<file path="src/rtl/hazard_ctrl_if.sv">
// Hazard controller bundle: ID/EX/MEM hazard inputs and pipeline-register enables.
// Combinational path; the controller applies backpressure to the front end through the enables only.
interface hazard_ctrl_if;
   logic [4:0]  IDRs;
   logic [4:0]  IDRt;
   logic        IDUsesRs;
   logic        IDUsesRt;
   logic        IDIsBranch;
   logic        BranchTaken;
   logic        IDEXMemRead;
   logic        IDEXRegWrite;
   logic [4:0]  IDEXDestReg;
   logic        EXMEMMemRead;
   logic [4:0]  EXMEMDestReg;
   logic        EXIsMul;
   logic        PCWrite;
   logic        IFIDWrite;
   logic        IFIDFlush;
   logic        IDEXWrite;
   logic        IDEXBubble;
   logic        EXMEMBubble;
   logic        Busy;
   logic [15:0] StallCycles;

   modport master (
      output IDRs, IDRt, IDUsesRs, IDUsesRt, IDIsBranch, BranchTaken,
             IDEXMemRead, IDEXRegWrite, IDEXDestReg, EXMEMMemRead, EXMEMDestReg, EXIsMul,
      input  PCWrite, IFIDWrite, IFIDFlush, IDEXWrite, IDEXBubble, EXMEMBubble, Busy, StallCycles
   );

   modport slave (
      input  IDRs, IDRt, IDUsesRs, IDUsesRt, IDIsBranch, BranchTaken,
             IDEXMemRead, IDEXRegWrite, IDEXDestReg, EXMEMMemRead, EXMEMDestReg, EXIsMul,
      output PCWrite, IFIDWrite, IFIDFlush, IDEXWrite, IDEXBubble, EXMEMBubble, Busy, StallCycles
   );
endinterface

</file>
<file path="src/rtl/hazard_ctrl.sv">
// Five-stage pipeline hazard/stall controller with multi-cycle multiply sequencer.
// Enables are zero-latency combinational; stalls/holds backpressure PC and IF/ID by deasserting their writes.
module hazard_ctrl #(
   parameter int MUL_CYCLES = 4
) (
   input  logic clk,
   input  logic Reset,
   hazard_ctrl_if.slave bus
);

   typedef enum logic [1:0] {
      RUN      = 2'd0,
      MUL_BUSY = 2'd1,
      MUL_LAST = 2'd2
   } state_t;

   localparam logic [3:0] CNT_INIT = 4'(MUL_CYCLES - 2);

   state_t      state_q, state_d;
   logic [3:0]  cnt_q, cnt_d;
   logic [15:0] stall_cnt_q, stall_cnt_d;

   logic hold;
   logic rs_vs_ex, rt_vs_ex, rs_vs_mem, rt_vs_mem;
   logic load_use, branch_stall, stall;

   always_ff @(posedge clk or posedge Reset) begin
      if (Reset) begin
         state_q     <= RUN;
         cnt_q       <= '0;
         stall_cnt_q <= '0;
      end else begin
         state_q     <= state_d;
         cnt_q       <= cnt_d;
         stall_cnt_q <= stall_cnt_d;
      end
   end

   always_comb begin
      state_d = state_q;
      cnt_d   = cnt_q;
      case (state_q)
         RUN: begin
            if (bus.EXIsMul) begin
               cnt_d   = CNT_INIT;
               state_d = (MUL_CYCLES == 2) ? MUL_LAST : MUL_BUSY;
            end
         end
         MUL_BUSY: begin
            if (cnt_q == 4'd1) state_d = MUL_LAST;
            else               cnt_d   = cnt_q - 4'd1;
         end
         MUL_LAST: state_d = RUN;
         default:  state_d = RUN;
      endcase
   end

   // Register $0 is hard-wired, so a zero destination never creates a dependency.
   always_comb begin
      hold      = ((state_q == RUN) && bus.EXIsMul) || (state_q == MUL_BUSY);
      rs_vs_ex  = bus.IDUsesRs && (bus.IDRs == bus.IDEXDestReg) && (bus.IDEXDestReg != 5'd0);
      rt_vs_ex  = bus.IDUsesRt && (bus.IDRt == bus.IDEXDestReg) && (bus.IDEXDestReg != 5'd0);
      rs_vs_mem = bus.IDUsesRs && (bus.IDRs == bus.EXMEMDestReg) && (bus.EXMEMDestReg != 5'd0);
      rt_vs_mem = bus.IDUsesRt && (bus.IDRt == bus.EXMEMDestReg) && (bus.EXMEMDestReg != 5'd0);
      load_use     = bus.IDEXMemRead && (rs_vs_ex || rt_vs_ex);
      branch_stall = bus.IDIsBranch &&
                     ((bus.IDEXRegWrite && (rs_vs_ex || rt_vs_ex)) ||
                      (bus.EXMEMMemRead && (rs_vs_mem || rt_vs_mem)));
      stall = load_use || branch_stall;

      bus.PCWrite     = 1'b1;
      bus.IFIDWrite   = 1'b1;
      bus.IFIDFlush   = 1'b0;
      bus.IDEXWrite   = 1'b1;
      bus.IDEXBubble  = 1'b0;
      bus.EXMEMBubble = 1'b0;
      if (Reset) begin
         bus.PCWrite     = 1'b0;
         bus.IFIDWrite   = 1'b0;
         bus.IDEXWrite   = 1'b0;
         bus.IDEXBubble  = 1'b1;
         bus.EXMEMBubble = 1'b1;
      end else if (hold) begin
         bus.PCWrite     = 1'b0;
         bus.IFIDWrite   = 1'b0;
         bus.IDEXWrite   = 1'b0;
         bus.EXMEMBubble = 1'b1;
      end else if (stall) begin
         // A stalled branch is re-resolved next cycle, so BranchTaken is not acted on here.
         bus.PCWrite    = 1'b0;
         bus.IFIDWrite  = 1'b0;
         bus.IDEXBubble = 1'b1;
      end else if (bus.BranchTaken) begin
         bus.IFIDFlush = 1'b1;
      end
      bus.Busy        = (state_q != RUN);
      bus.StallCycles = stall_cnt_q;
   end

   always_comb begin
      stall_cnt_d = stall_cnt_q;
      if (!bus.PCWrite && (stall_cnt_q != 16'hFFFF)) stall_cnt_d = stall_cnt_q + 16'd1;
   end

endmodule

</file>
<file path="src/flat_wrapper.sv">
// flat-port wrapper written by rule: the top's interface ports become plain ports
module hazard_ctrl_flat 
#(
   parameter int MUL_CYCLES = 4
)
  (clk, Reset, bus_IDRs, bus_IDRt, bus_IDUsesRs, bus_IDUsesRt, bus_IDIsBranch, bus_BranchTaken, bus_IDEXMemRead, bus_IDEXRegWrite, bus_IDEXDestReg, bus_EXMEMMemRead, bus_EXMEMDestReg, bus_EXIsMul, bus_PCWrite, bus_IFIDWrite, bus_IFIDFlush, bus_IDEXWrite, bus_IDEXBubble, bus_EXMEMBubble, bus_Busy, bus_StallCycles);
  hazard_ctrl_if bus_i ();
  input  logic clk;
  input  logic Reset;
  input wire logic [$bits(bus_i.IDRs)-1:0] bus_IDRs;
  input wire logic [$bits(bus_i.IDRt)-1:0] bus_IDRt;
  input wire logic [$bits(bus_i.IDUsesRs)-1:0] bus_IDUsesRs;
  input wire logic [$bits(bus_i.IDUsesRt)-1:0] bus_IDUsesRt;
  input wire logic [$bits(bus_i.IDIsBranch)-1:0] bus_IDIsBranch;
  input wire logic [$bits(bus_i.BranchTaken)-1:0] bus_BranchTaken;
  input wire logic [$bits(bus_i.IDEXMemRead)-1:0] bus_IDEXMemRead;
  input wire logic [$bits(bus_i.IDEXRegWrite)-1:0] bus_IDEXRegWrite;
  input wire logic [$bits(bus_i.IDEXDestReg)-1:0] bus_IDEXDestReg;
  input wire logic [$bits(bus_i.EXMEMMemRead)-1:0] bus_EXMEMMemRead;
  input wire logic [$bits(bus_i.EXMEMDestReg)-1:0] bus_EXMEMDestReg;
  input wire logic [$bits(bus_i.EXIsMul)-1:0] bus_EXIsMul;
  output wire logic [$bits(bus_i.PCWrite)-1:0] bus_PCWrite;
  output wire logic [$bits(bus_i.IFIDWrite)-1:0] bus_IFIDWrite;
  output wire logic [$bits(bus_i.IFIDFlush)-1:0] bus_IFIDFlush;
  output wire logic [$bits(bus_i.IDEXWrite)-1:0] bus_IDEXWrite;
  output wire logic [$bits(bus_i.IDEXBubble)-1:0] bus_IDEXBubble;
  output wire logic [$bits(bus_i.EXMEMBubble)-1:0] bus_EXMEMBubble;
  output wire logic [$bits(bus_i.Busy)-1:0] bus_Busy;
  output wire logic [$bits(bus_i.StallCycles)-1:0] bus_StallCycles;
  assign bus_i.IDRs = bus_IDRs;
  assign bus_i.IDRt = bus_IDRt;
  assign bus_i.IDUsesRs = bus_IDUsesRs;
  assign bus_i.IDUsesRt = bus_IDUsesRt;
  assign bus_i.IDIsBranch = bus_IDIsBranch;
  assign bus_i.BranchTaken = bus_BranchTaken;
  assign bus_i.IDEXMemRead = bus_IDEXMemRead;
  assign bus_i.IDEXRegWrite = bus_IDEXRegWrite;
  assign bus_i.IDEXDestReg = bus_IDEXDestReg;
  assign bus_i.EXMEMMemRead = bus_EXMEMMemRead;
  assign bus_i.EXMEMDestReg = bus_EXMEMDestReg;
  assign bus_i.EXIsMul = bus_EXIsMul;
  assign bus_PCWrite = bus_i.PCWrite;
  assign bus_IFIDWrite = bus_i.IFIDWrite;
  assign bus_IFIDFlush = bus_i.IFIDFlush;
  assign bus_IDEXWrite = bus_i.IDEXWrite;
  assign bus_IDEXBubble = bus_i.IDEXBubble;
  assign bus_EXMEMBubble = bus_i.EXMEMBubble;
  assign bus_Busy = bus_i.Busy;
  assign bus_StallCycles = bus_i.StallCycles;
  hazard_ctrl #(.MUL_CYCLES(MUL_CYCLES)) u_core (.clk(clk), .Reset(Reset), .bus(bus_i));
endmodule
</file>
<file path="config.mk">
export PLATFORM = sky130hd
export DESIGN_NAME = hazard_ctrl_flat
export DESIGN_NICKNAME = d
export VERILOG_FILES = /design/src/rtl/hazard_ctrl_if.sv /design/src/rtl/hazard_ctrl.sv /design/src/flat_wrapper.sv
export SDC_FILE = /design/constraint.sdc
export NUM_CORES = 1
export LEC_CHECK = 0
export ABC_AREA = 1
export BUFFER_PORTS_ARGS = -buffer_cell sky130_fd_sc_hd__buf_4
export CORE_ASPECT_RATIO = 0.8
export CORE_UTILIZATION = 52
export CTS_CLUSTER_SIZE = 12
export DETAILED_ROUTE_END_ITERATION = 16
export PLACE_DENSITY_LB_ADDON = 0.05
export SYNTH_ARGS = -nofsm -noshare
export SYNTH_HDL_FRONTEND = slang
export SYNTH_SLANG_ARGS = --single-unit
</file>
<file path="constraint.sdc">
create_clock -name clk -period 2.31 [get_ports clk]
set_clock_uncertainty 0.2 [all_clocks]
set_input_delay 0.231 -clock clk [delete_from_list [all_inputs] [get_ports clk]]
set_output_delay 0.231 -clock clk [all_outputs]
set_load 0.01 [all_outputs]
</file>
==> flow_summary.json <==
{
  "status": "finished clean",
  "grt_start_max_net_pins": 24,
  "synth_edf_count": 0,
  "slew_headroom": 0.742,
  "crit_arrival_ns": 2.02,
  "synth_top_flop_cell": "sky130_fd_sc_hd__dfrtp_1",
  "io_buffer_count": 52,
  "clockBufferDepth": 2,
  "hold_viol_final": 0,
  "netlist_instances": 278,
  "yosysWarningCount": 0,
  "row_count": 18,
  "cp.buffers_inverters": 0,
  "floorplan.die.width_um": 67.2,
  "floorplan.core_area_um2": 3150,
  "commonest_non_fill_non_tap_cell_in_the_layout": "sky130_fd_sc_hd__nand2_1",
  "powerDensity_nw_per_um2": 730,
  "maxSlewViolCount": 0,
  "synthDominantAreaCellType": "sky130_fd_sc_hd__dfrtp_1",
  "clock_insertion_delay_worst_skew_ns": 0.26,
  "final_setup_viols": 0,
  "timing.critical_path.cells": "ha_1 -> nand3_2 -> nor3_4 -> nand4_4 -> nand2_2 -> nand2_1 -> nand2_1",
  "fin_crit_sh": 0.872,
  "chipHeight_um": 54.1,
  "initialDrtViolationCount": 104,
  "required_ns": 2.31,
  "syn_avg_cell_area_um2": 6.36,
  "io-pin-count": 53,
  "routedWlPerCell_um": 11.0,
  "vias_in_the_first_global_route": 1579,
  "placedInstanceArea_um2": 2190,
  "tritoncts_num_sinks": 22,
  "class_of_the_most_critical_hold_timing_path": "input pin to flop",
  "setup-tns-final_ns": 0,
  "cts_root_buffer": "sky130_fd_sc_hd__clkbuf_8",
  "antenna_left": 0,
  "crit_type": "flop to flop",
  "synth_area_um2": 1770,
  "clock_tree.htree_level_count": 1,
  "top_area_cell_type_share_of_the_netlist_area": 0.312,
  "slowest_stage_delay_on_critical_path_ns": 0.42,
  "finalWirelength_um": 4110,
  "globalRoute.totalOverflow": 0,
  "layout_common_cells": "sky130_fd_sc_hd__nand2_1, sky130_fd_sc_hd__buf_4, sky130_fd_sc_hd__inv_1",
  "yosysUniqueCellTypes": 28,
  "regArea_um2": 551,
  "slowest_stage": "sky130_fd_sc_hd__dfrtp_1",
  "area_occupied_by_multi_input_gates_um2": 1020,
  "layout.filler_cells": 293,
  "yosys_register_bits": 22,
  "start_util": 0.560,
  "tritoncts_clock_tree": "yes",
  "detailedRoute.firstPassIterationCount": 4,
  "synth_sequential_area_ratio": 0.312,
  "max_cap_violations": 0,
  "die-area_um2": 3640,
  "antenna_cells_inserted": 0,
  "timing_worst_slew_pin_value_ns": 0.383,
  "vdd_ir_drop_max_mv": 0.282,
  "leakage_power_of_the_design_nw": 1.34,
  "finalCriticalPeriod_ns": 2.01,
  "finalWeightedCongestion": 0.877,
  "cp_max_fo": 15,
  "antenna_found_initial": 0,
  "synthesis.nets": 311,
  "grt_setup_unrepaired": "false",
  "synthTopCellsByArea": "sky130_fd_sc_hd__dfrtp_1, sky130_fd_sc_hd__nand2_1, sky130_fd_sc_hd__nand3_1",
  "synth_to_layout_area_growth_pct": 27.5,
  "fin_worst_hold_slack_ns": 0.156,
  "cts_made_buffers": 3,
  "fmaxAchievable_mhz": 496,
  "cp-end-kind": "flop",
  "post-layout-total-power_mw": 1.65,
  "grt_pass1_wl_um": 6740,
  "cpMostUsedCell": "sky130_fd_sc_hd__nand2_1",
  "finish.net_count": 367,
  "dp_hpwl_um": 3340,
  "worst_path_dominant_cell_family": "simple AND/OR/NAND/NOR gates",
  "grt.total_usage": 0.250,
  "drc": 0,
  "post-route-cell-area_um2": 2250,
  "vias_per_cell": 4.99,
  "start_kind": "flop",
  "synth_async_sr_flop_share": 1.00,
  "drive_above_1_share": 0.225,
  "num_vias": 1861,
  "clk_pin_slew_ns": 0.08
}
[logic make-up (layout without fill, tap and decap cells)]
| family | count (synthesis) | after routing | synth area share |
|---|---|---|---|
| buffers and inverters | 45 | 100 | 0.109 |
| AOI/OAI and AO/OA | 9 | 9 | 0.0283 |
| adders and majority gates | 3 | 3 | 0.0212 |
| xor gates and xnor gates | 12 | 12 | 0.0595 |
| and+or+nand+nor | 187 | 187 | 0.470 |
| DFF | 22 | 22 | 0.312 |
[worst min-delay path, delay by kind of cell]
| kind | cells | cell delay [ns] |
|---|---|---|
| buffers and inverters | 2 | 0.13 |
| and+or+nand+nor | 2 | 0.21 |
[timing repair]
item                                   in CTS  in global routing
gates resized for setup                     0                  0
setup buffers                               0                  0
endpoints found under the hold margin      22                  0
setup endpoints to repair                   0                  0
hold buffers                                1                  0
[layer usage]
metal,wire length [µm],up-vias,part of all wire,track usage
met3,230,4,0.056,0.0466
met1,2020,850,0.49,0.342
met5,0,-,0,0
li1,-,961,-,-
met4,25,0,0.0061,0.0567
met2,1830,46,0.44,0.410
[path summary, 6_finish.rpt]
path / from / to / slack, ns / cells past startpoint
max reg2reg: u_core.bus.StallCycles[0] / u_core.bus.StallCycles[1] / 0.30 / 7
min reg2reg: u_core.state_q[1] / u_core.state_q[1] / 0.28 / 1
min in group asynchronous: Reset / u_core.bus.StallCycles[4] / 0.39 / 4
max: u_core.bus.StallCycles[0] / u_core.bus.StallCycles[1] / 0.30 / 7
max in group asynchronous: Reset / u_core.bus.StallCycles[6] / 1.30 / 4
min: bus_EXIsMul / u_core.cnt_q[3] / 0.16 / 4
[power breakdown]
| part | switching, mW | leakage (nW) | internal [mW] |
|---|---|---|---|
| logic | 0.454 | 1.03 | 0.333 |
| registers | 0.0956 | 0.287 | 0.488 |
| clock network | 0.123 | 0.0288 | 0.152 |
[cell type report]
cell class / count / area share
Multi-Input combinational cell: 211 / 0.454
Clock buffer: 4 / 0.0244
Timing Repair Buffer: 56 / 0.188
Tap cell: 40 / 0.0222
Sequential cell: 22 / 0.244
Inverter: 40 / 0.0667
[flip-flops by register name, indices dropped and copies added (netlist names)]
register	cells
u_core.bus.StallCycles	16
u_core.cnt_q	4
u_core.state_q	2
[cell usage after synthesis (3+ instances only)]
library cell              count
sky130_fd_sc_hd__inv_2        3
sky130_fd_sc_hd__nand2_1    107
sky130_fd_sc_hd__ha_1         3
sky130_fd_sc_hd__nor3_1       3
sky130_fd_sc_hd__xor2_1       8
sky130_fd_sc_hd__nand3_1     29
sky130_fd_sc_hd__nand2_2      3
sky130_fd_sc_hd__inv_1       37
sky130_fd_sc_hd__dfrtp_1     22
sky130_fd_sc_hd__nor2_2       3
sky130_fd_sc_hd__nor2_1      32
sky130_fd_sc_hd__xnor2_1      4
sky130_fd_sc_hd__o21ai_0      4
[stage by stage]
stage	instances	worst slack, ns	utilization
2_1_floorplan	278	0.155	-
3_3_place_gp	368	0.456	0.694
3_5_place_dp	368	0.316	0.694
4_1_cts	373	0.299	0.714
5_1_grt	373	0.122	0.714
6_report	373	0.295	0.714
Note: power is estimated with default switching activity, not from simulation.
